### config.mk
export PLATFORM = sky130hd
export DESIGN_NAME = mem_responder
export DESIGN_NICKNAME = d
export VERILOG_FILES = /design/src/rtl/mem_responder_pkg.sv /design/src/rtl/mem_timeout_ctr.sv /design/src/rtl/mem_responder.sv
export SDC_FILE = /design/constraint.sdc
export NUM_CORES = 1
export LEC_CHECK = 0
export CORE_AREA = 3 3 86 88
export CTS_CLUSTER_DIAMETER = 100
export DETAILED_ROUTE_END_ITERATION = 16
export DIE_AREA = 0 0 89 91
export MAX_ROUTING_LAYER = met4
export PLACE_DENSITY = 0.78
export SLEW_MARGIN = 20
export SYNTH_ARGS = -nofsm -noshare
export SYNTH_HDL_FRONTEND = slang
export SYNTH_SLANG_ARGS = --single-unit
### constraint.sdc
create_clock -name clk -period 1.8 [get_ports clk]
set_clock_uncertainty 0.15 [all_clocks]
set_input_delay 0.36 -clock clk [delete_from_list [all_inputs] [get_ports clk]]
set_output_delay 0.36 -clock clk [all_outputs]
set_load 0.01 [all_outputs]
### src/rtl/mem_responder_pkg.sv
// Shared definitions for the CPU memory responder: FSM states, address
// source encodings, strobe levels and counter sizing helper.
package mem_responder_pkg;

    typedef enum logic [1:0] {
        RSP_IDLE   = 2'd0,
        RSP_ACCESS = 2'd1,
        RSP_RESP   = 2'd2
    } rsp_state_t;

    typedef enum logic {
        DST_PC  = 1'b0,
        DST_ALU = 1'b1
    } mem_dst_t;

    localparam logic ON  = 1'b1;
    localparam logic OFF = 1'b0;

    localparam int SIZE_WORD = 16;

    // Bits needed to count from 0 up to and including n.
    function automatic int ctr_width(input int n);
        return (n < 1) ? 1 : $clog2(n + 1);
    endfunction

endpackage

### src/rtl/mem_timeout_ctr.sv
// Access watchdog: counts enabled cycles and flags the cycle on which the
// count would reach TIMEOUT, so the caller can abort on that same edge.
module mem_timeout_ctr
    import mem_responder_pkg::*;
#(
    parameter int TIMEOUT = 15
) (
    input  logic clk,
    input  logic reset,
    input  logic i_clear,
    input  logic i_enable,
    output logic o_tc
);

    localparam int CW = ctr_width(TIMEOUT);

    logic [CW-1:0] r_count;
    logic [CW-1:0] w_count_inc;

    assign w_count_inc = r_count + CW'(1);
    assign o_tc        = i_enable && (w_count_inc == CW'(TIMEOUT));

    always_ff @(posedge clk) begin
        if (reset || i_clear) begin
            r_count <= '0;
        end else if (i_enable) begin
            r_count <= w_count_inc;
        end
    end

endmodule

### src/rtl/mem_responder.sv
// Memory-side responder: runs one request from the control FSM against a
// variable-latency backing memory and returns a single completion pulse.
module mem_responder
    import mem_responder_pkg::*;
#(
    parameter int WORD_W  = SIZE_WORD,
    parameter int ADDR_W  = 16,
    parameter int TIMEOUT = 15
) (
    input  logic              clk,
    input  logic              reset,
    input  logic              req_read,
    input  logic              req_write,
    input  logic              req_dst,
    input  logic [ADDR_W-1:0] req_addr,
    input  logic [WORD_W-1:0] req_wdata,
    output logic              req_ready,
    output logic              resp_valid,
    output logic              resp_err,
    output logic [WORD_W-1:0] inst_reg,
    output logic [WORD_W-1:0] mdr,
    output logic [ADDR_W-1:0] m_addr,
    output logic              m_rd,
    output logic              m_wr,
    output logic [WORD_W-1:0] m_wdata,
    input  logic [WORD_W-1:0] m_rdata,
    input  logic              m_ack
);

    rsp_state_t        r_state;
    rsp_state_t        w_state_next;

    logic              w_accept;
    logic              w_illegal;
    logic              w_ack_done;
    logic              w_timeout;
    logic              w_tc;
    logic              w_in_access;

    logic [ADDR_W-1:0] r_m_addr;
    logic [WORD_W-1:0] r_m_wdata;
    logic              r_m_rd;
    logic              r_m_wr;
    mem_dst_t          r_dst;
    logic              r_is_write;
    logic [WORD_W-1:0] r_inst;
    logic [WORD_W-1:0] r_mdr;
    logic              r_resp_err;

    assign w_in_access = (r_state == RSP_ACCESS);

    mem_timeout_ctr #(
        .TIMEOUT (TIMEOUT)
    ) u_timeout (
        .clk      (clk),
        .reset    (reset),
        .i_clear  (!w_in_access),
        .i_enable (w_in_access),
        .o_tc     (w_tc)
    );

    always_ff @(posedge clk) begin
        if (reset) begin
            r_state <= RSP_IDLE;
        end else begin
            r_state <= w_state_next;
        end
    end

    // An ack arriving on the watchdog's last cycle still counts as success.
    always_comb begin
        w_state_next = r_state;
        w_accept     = OFF;
        w_illegal    = OFF;
        w_ack_done   = OFF;
        w_timeout    = OFF;
        case (r_state)
            RSP_IDLE: begin
                if (req_read && req_write) begin
                    w_illegal    = ON;
                    w_state_next = RSP_RESP;
                end else if (req_read || req_write) begin
                    w_accept     = ON;
                    w_state_next = RSP_ACCESS;
                end
            end
            RSP_ACCESS: begin
                if (m_ack) begin
                    w_ack_done   = ON;
                    w_state_next = RSP_RESP;
                end else if (w_tc) begin
                    w_timeout    = ON;
                    w_state_next = RSP_RESP;
                end
            end
            RSP_RESP: begin
                w_state_next = RSP_IDLE;
            end
            default: begin
                w_state_next = RSP_IDLE;
            end
        endcase
    end

    always_comb begin
        req_ready  = (r_state == RSP_IDLE);
        resp_valid = (r_state == RSP_RESP);
    end

    always_ff @(posedge clk) begin
        if (reset) begin
            r_m_addr   <= '0;
            r_m_wdata  <= '0;
            r_m_rd     <= OFF;
            r_m_wr     <= OFF;
            r_dst      <= DST_PC;
            r_is_write <= OFF;
            r_inst     <= '0;
            r_mdr      <= '0;
            r_resp_err <= OFF;
        end else begin
            r_resp_err <= w_illegal || w_timeout;
            if (w_accept) begin
                r_m_addr   <= req_addr;
                r_m_wdata  <= req_wdata;
                r_dst      <= mem_dst_t'(req_dst);
                r_is_write <= req_write;
                r_m_rd     <= req_read;
                r_m_wr     <= req_write;
            end
            if (w_ack_done || w_timeout) begin
                r_m_rd <= OFF;
                r_m_wr <= OFF;
            end
            // Read data lands in exactly one register, chosen by the address source.
            if (w_ack_done && !r_is_write) begin
                if (r_dst == DST_PC) begin
                    r_inst <= m_rdata;
                end else begin
                    r_mdr <= m_rdata;
                end
            end
        end
    end

    assign m_addr   = r_m_addr;
    assign m_wdata  = r_m_wdata;
    assign m_rd     = r_m_rd;
    assign m_wr     = r_m_wr;
    assign inst_reg = r_inst;
    assign mdr      = r_mdr;
    assign resp_err = r_resp_err;

endmodule

==> results of run 1 <==
[cell families (layout without fill, tap and decap cells)]
kind of cell,count (synthesis),after routing,share of synthesized area
and+or+nand+nor,159,159,0.245
DFF,75,75,0.549
xor gates and xnor gates,2,2,0.00641
buffers and inverters,25,160,0.0449
adders and majority gates,4,4,0.0183
AOI/OAI and AO/OA,71,71,0.133
muxes,1,1,0.00366
[cell usage after synthesis (3+ instances only)]
library cell,count,area [um^2]
nor2b_1,3,18.8
clkbuf_1,10,37.5
a21oi_1,67,335
buf_2,7,35.0
dfxtp_1,75,1500
inv_1,4,15.0
ha_1,4,50.1
nor2_1,5,18.8
nor3_1,3,15.0
nand2_1,136,510
[power by group through the flow]
stage | Combinational, mW | Sequential (mW) | Clock, mW
final | 0.729 | 1.82 | 1.15
after global routing | 0.799 | 1.83 | 1.26
after CTS | 0.736 | 1.82 | 1.19
after detailed placement | 0.737 | 1.86 | 0
after global placement | 0.725 | 1.85 | 0
after floorplan | 0.254 | 1.89 | 0
[stage by stage]
step | util | cell area [um^2] | instances | power (mW)
5_1_grt | 0.643 | 4320 | 552 | 3.89
2_1_floorplan | - | 2730 | 337 | 2.15
3_3_place_gp | 0.616 | 4140 | 536 | 2.58
3_5_place_dp | 0.616 | 4140 | 536 | 2.59
4_1_cts | 0.642 | 4320 | 552 | 3.74
6_report | 0.643 | 4320 | 552 | 3.70
[worst max-delay path by stage]
stage | slack [ns] | to | cells past startpoint
2_1_floorplan | 0.25 | mdr[5] | 6
3_3_place_gp | -0.20 | m_wdata[15] | 7
3_5_place_dp | -0.29 | m_addr[14] | 7
4_1_cts | 0.02 | m_rd | 1
5_1_grt | 0.006 | m_addr[9] | 1
6_report | 0.05 | inst_reg[15] | 1
[per-layer routing]
metal  vias up  share of wire  GRT usage
li1       1345              -          -
met1      1229           0.42      0.222
met2       112           0.47      0.296
met3         7          0.097     0.0608
met4         0          0.010     0.0670
met5         -              0          -
[worst register-to-register path: stages (launching register included)]
cell	delay [ns]
dfxtp_1	0.38
ha_1	0.18
xor2_1	0.18
nand3_1	0.16
or3_1	0.33
a21oi_1	0.13
[layout make-up]
type	count	share of cell area
Tap cell	80	0.0232
Inverter	4	0.00347
Clock buffer	11	0.0327
Multi-Input combinational cell	237	0.257
Clock inverter	5	0.00868
Timing Repair Buffer	140	0.327
Sequential cell	75	0.348
[cells in the final DEF, fill, tap and decap left out, types with 2 or more instances in the layout]
master             n
a21oi_1           67
buf_12             5
buf_4             13
clkbuf_8          10
clkdlybuf4s50_1  118
clkinvlp_4         2
dfxtp_1           74
dlygate4sd2_1      2
ha_1               4
inv_1              4
nand2_1          135
nand2b_1           2
nand3_1            2
nor2_1             5
nor2b_1            3
nor3_1             3
o21ai_0            2
or3_1              2
xor2_1             2
==> metrics.txt, run 1 <==
pwr/cell area roughly 860 mW/mm^2; H-tree levels 3; RSZ-0062 raised after global routing false; Reg2Reg Setup Slack around 0.23 ns; crit path cell chain clkdlybuf4s50_1; Clock Power Share 0.312; Fillers 572; Core Box Area about 0.0067 mm^2; Ant. Diodes 0; fin nets ~530; Psw roughly 990 uW; first-pass GRT wire length around 12000 um; effective utilization at floorplan 0.407; first-pass detailed-route iteration total 4; CTS resizes 3; Sw Ratio 0.268; register area between 0.0015 and 0.002 mm^2; status complete, no violations; hold endpoint m_wdata[3]; routed vias/inst roughly 4.9; Tightest Pin Transition 0.361 ns; pre-CTS WS -0.294 ns; syn_area_per_cell 8.11 um^2; Pint ~2.7 mW; Total GRT Usage 0.187; Post-synth ARST share 0; Worst Setup End Kind output port; number of top-level pins 123; critical path startpoint inst_reg[15]; Sinks on Clock Net between 70 and 80; Seq/Total Area, Yosys 0.549; largest fanout on the critical path 2; syn_nets between 300 and 400; Final Max Tran Viols 0; CP arrival 1.24 ns; max frequency 0.571 GHz; PortBufs around 120; CP max stage cell clkdlybuf4s50_1; final setup vio count 0; final wirelength 7260 um; GP Congestion 0.805; Worst Reg-to-Reg Cells 5; antenna-violating nets left 0; crit-path max cell delay around 0.56 ns; number of synthesized flops with an enable pin 0; Reg clk slew, reported paths ~0.080 ns; WL per Instance around 13 um; Critical Path RT between 1 and 1.5 ns; r2r endpoint resp_err; Startpoint Class flip-flop; Num CTS Buffers 9; mapped cell area 0.00273 mm^2; Ys Warns 0; CP delay by family, top buffers and inverters; P_leak about 1.6 nW; Clock Tree Buf Depth 2; Bufs and invs on worst path 1; Fin Setup TNS 0 ns; post-route setup slack ~0.05 ns; Final Critical Period roughly 1.8 ns; Max IR drop VDD about 0.47 mV; Max-slew headroom 0.760; grt total ovfl 0; Vias about 2.7k; die area slightly above 0.008 mm^2; Max-Cap Viols 0; synthesized flop and latch total 75; Post-Synthesis Cells about 340; Iteration-0 DRC Markers 67; cell row count 30; Post-CTS Setup Bufs 0; period utilization 0.973; CTS tree built; CTS Hold Bufs 0; maximum number of pins on one net before global-route repair 27; synthesis-to-layout area growth 58.2%; logic gate share of total power 0.197; RR Startpoint u_timeout.r_count[0]; Yosys cell types 27; detailed-route DRC error count 0; beginning of the worst hold path reset; Seq pwr share 0.491; worst hold slack about 0.28 ns; Setup CP Type reg2out; vias in the first global route 2693; CTS Root Cell clkbuf_8; DP HPWL 5420 um; initial antenna violation count 0; worst skew pair latency between 0.3 and 0.4 ns; endpoints failing hold 0; Die Y 91 um; layout cell share with drive strength beyond 1 0.0847; Die X about 89 um; area occupied by multi-input gates 0.00111 mm^2; WHS Path Cells 2; hold crit path type in2reg; Most used DFF post-synth dfxtp_1
(Power assumes the default switching activity.)
==> run 2, diff against run 1 <==
--- a/config.mk
+++ b/config.mk
@@ -5,12 +5,12 @@
 export SDC_FILE = /design/constraint.sdc
 export NUM_CORES = 1
 export LEC_CHECK = 0
-export CORE_AREA = 3 3 86 88
+export CORE_AREA = 3 3 90 92
 export CTS_CLUSTER_DIAMETER = 100
 export DETAILED_ROUTE_END_ITERATION = 16
-export DIE_AREA = 0 0 89 91
+export DIE_AREA = 0 0 93 95
 export MAX_ROUTING_LAYER = met4
-export PLACE_DENSITY = 0.78
+export PLACE_DENSITY = 0.74
 export SLEW_MARGIN = 20
 export SYNTH_ARGS = -nofsm -noshare
 export SYNTH_HDL_FRONTEND = slang
==> constraint.sdc (replaced) <==
create_clock -name clk -period 1.5 [get_ports clk]
set_clock_uncertainty 0.15 [all_clocks]
set_input_delay 0.3 -clock clk [delete_from_list [all_inputs] [get_ports clk]]
set_output_delay 0.3 -clock clk [all_outputs]
set_load 0.01 [all_outputs]
==> run 2 against run 1 <==
First-iteration DRC count rose by 10%. Sequential share of layout area fell by 2.4 points. Highest routed layer unchanged. Largest power group unchanged. Worst setup slack got worse by 0.091 ns. Via count rose by 2.1%. The flow now finishes with violations (negative setup slack).
==> metrics.txt, run 2 (same netlist as run 1, synthesis figures left out) <==
Num CTS Buffers 9 (unchanged); Vias 2749 (was 2693); beginning of the worst hold path reset (unchanged); detailed-route DRC error count 0 (unchanged); period utilization 1.03; Max IR drop VDD 0.648 mV (was 0.473 mV); Critical Path RT 1.62 ns (was 1.29 ns); Clock Tree Buf Depth 2 (unchanged); DP HPWL 5420 um (about the same); vias in the first global route 2697 (was 2693); Final Critical Period between 1.5 and 2 ns; worst skew pair latency 0.34 ns (was 0.33 ns); initial antenna violation count 0 (unchanged); final wirelength 7990 um (was 7260 um); Max-Cap Viols 0 (unchanged); CTS Root Cell clkbuf_8 (unchanged); post-route setup slack -0.0420 ns (was 0.0491 ns); layout cell share with drive strength beyond 1 0.216 (was 0.0847); crit-path max cell delay 0.34 ns (was 0.56 ns); hold crit path type in2reg (unchanged); design area 0.00466 mm^2 (was 0.00432 mm^2); PortBufs 122 (unchanged); max frequency about 0.65 GHz; Worst path depth 6 (was 1); Ant. Diodes 0 (unchanged); crit path cell chain nand3b_4 -> buf_6 -> nor3b_4 -> buf_6 -> nand2_1 -> a21oi_2 (was clkdlybuf4s50_1); Die Y 95 um (was 91 um); CP arrival 1.66 ns (was 1.24 ns); number of top-level pins 123 (unchanged); antenna-violating nets left 0 (unchanged); final setup vio count 12 (was 0); status finished, violations left (was complete, no violations); Max-slew headroom 0.759 (was 0.760); first-pass GRT wire length 12500 um (was 11800 um); GP Congestion 0.769 (was 0.805); Area after DPL 0.00419 mm^2 (was 0.00414 mm^2); Bufs and invs on worst path 2 (was 1); Reg clk slew, reported paths 0.08 ns (about the same); routed vias/inst 4.74 (was 4.88); Sinks on Clock Net 75 (unchanged); maximum number of pins on one net before global-route repair 26 (was 27); fin nets 534 (was 525); Setup CP Type reg2reg (was reg2out); most frequent cell on the critical path buf_6; Total GRT Usage 0.182 (was 0.187); endpoints failing hold 0 (unchanged); Cells after DPL 560 (was 536); Iteration-0 DRC Markers 74 (was 67); cell row count 31 (was 30); H-tree levels 3 (unchanged); CP delay by family, top simple AND/OR/NAND/NOR gates (was buffers and inverters); synthesis-to-layout area growth 70.5% (was 58.2%); commonest non-fill, non-tap cell in the layout nand2_1 (unchanged); effective utilization at floorplan 0.375 (was 0.407); Die X 93 um (was 89 um); Final Max Tran Viols 0 (unchanged); Core Box Area 0.00729 mm^2 (was 0.00672 mm^2); CTS tree built (unchanged); Reg2Reg Setup Slack -0.04 ns (was 0.23 ns); P_leak 2.08 nW (was 1.62 nW); Startpoint Class flip-flop (unchanged); die area 0.00884 mm^2 (was 0.00810 mm^2); critical path startpoint r_state[1] (was inst_reg[15]); grt total ovfl 0 (unchanged); RR Startpoint r_state[1] (was u_timeout.r_count[0]); first-pass detailed-route iteration total 4 (unchanged); most frequent cells in the layout 120 x nand2_1, 71 x dfxtp_1, 69 x dlygate4sd2_1, 49 x clkdlybuf4s50_1, 41 x a21oi_1 (was 135 x nand2_1, 118 x clkdlybuf4s50_1, 74 x dfxtp_1, 67 x a21oi_1, 13 x buf_4); Worst Reg-to-Reg Cells 6 (was 5); CP endpoint mdr[11] (was inst_reg[15]); final std cells w/o fill 580 (was 552); failing checks negative setup slack; Tightest Pin Transition 0.362 ns (was 0.361 ns); r2r endpoint mdr[11] (was resp_err); pwr/cell area 1030 mW/mm^2 (was 856 mW/mm^2); Worst Setup End Kind flip-flop (was output port); largest fanout on the critical path 8 (was 2); worst hold slack 0.107 ns (was 0.282 ns); WL per Instance 13.8 um (was 13.1 um); RSZ-0062 raised after global routing true (was false); CP max stage cell dfxtp_2 (was clkdlybuf4s50_1)
-- run 2: cell count changes in the layout (fill, tap and decap cells not counted), moves of 3 or more --
cell,change
clkdlybuf4s50_1,-69
a21oi_2,+26
dlygate4sd2_1,+67
buf_4,+3
nand2_2,+4
nand2_1,-15
dfxtp_2,+3
dfxtp_1,-3
a21oi_1,-26
buf_6,+5
nand2_4,+11
-- run 2: stage by stage --
stage	TNS [ns]	power, mW	worst slack (ns)	util
after detailed placement	-31.11	3.11	-0.509	0.575
final	-0.208	4.81	-0.0420	0.639
after global placement	-28.37	3.10	-0.440	0.575
after CTS	-0.236	4.81	-0.0536	0.624
after global routing	-3.81	5.02	-0.142	0.639
after floorplan	0	2.58	0.0000164	-
-- run 2: worst register-to-register path: stages, from the launching register on --
cell      delay (ns)
dfxtp_2         0.34
nand3b_4        0.19
buf_6           0.14
nor3b_4         0.22
buf_6           0.22
nand2_1         0.10
a21oi_2         0.12
-- run 2: repair_timing --
action / 4_1_cts / 5_1_grt
pin swaps: 22 / 17
cloned: 3 / 1
endpoints found under the setup margin: 139 / 66
hold buffers: 0 / 0
gates resized for setup: 116 / 40
endpoints found under the hold margin: 0 / 0
setup buffers: 2 / 1
-- run 2: final cells by class --
type	count	area [um^2]
flip-flops and latches	75	1510
well taps	99	124
inverters	4	15.0
fillers	650	2630
multi-input cells	237	1370
clock buffers	12	145
repair buffers	149	1430
clock inverters	4	73.8
-- run 2: worst min path at each step --
stage                       to  slack [ns]  cells past startpoint
floorplan           r_state[1]        0.27                      1
global placement     m_addr[6]        0.29                      2
detailed placement   m_addr[7]        0.30                      2
CTS                   resp_err        0.11                      2
global route          resp_err        0.11                      2
finish                resp_err        0.11                      2
-- run 2: power by group --
group / total [mW] / internal (mW) / switching [mW]
Combinational: 0.921 / 0.479 / 0.442
Clock: 1.71 / 0.985 / 0.724
Sequential: 2.18 / 2.11 / 0.0641
-- run 2: metal layers --
layer  global-route usage  up-vias  wire length, um
met2                0.293      119             3620
met4               0.0733        0              135
met3               0.0661       12              751
li1                     -     1363                -
met5                    -        -                0
met1                0.207     1255             3480
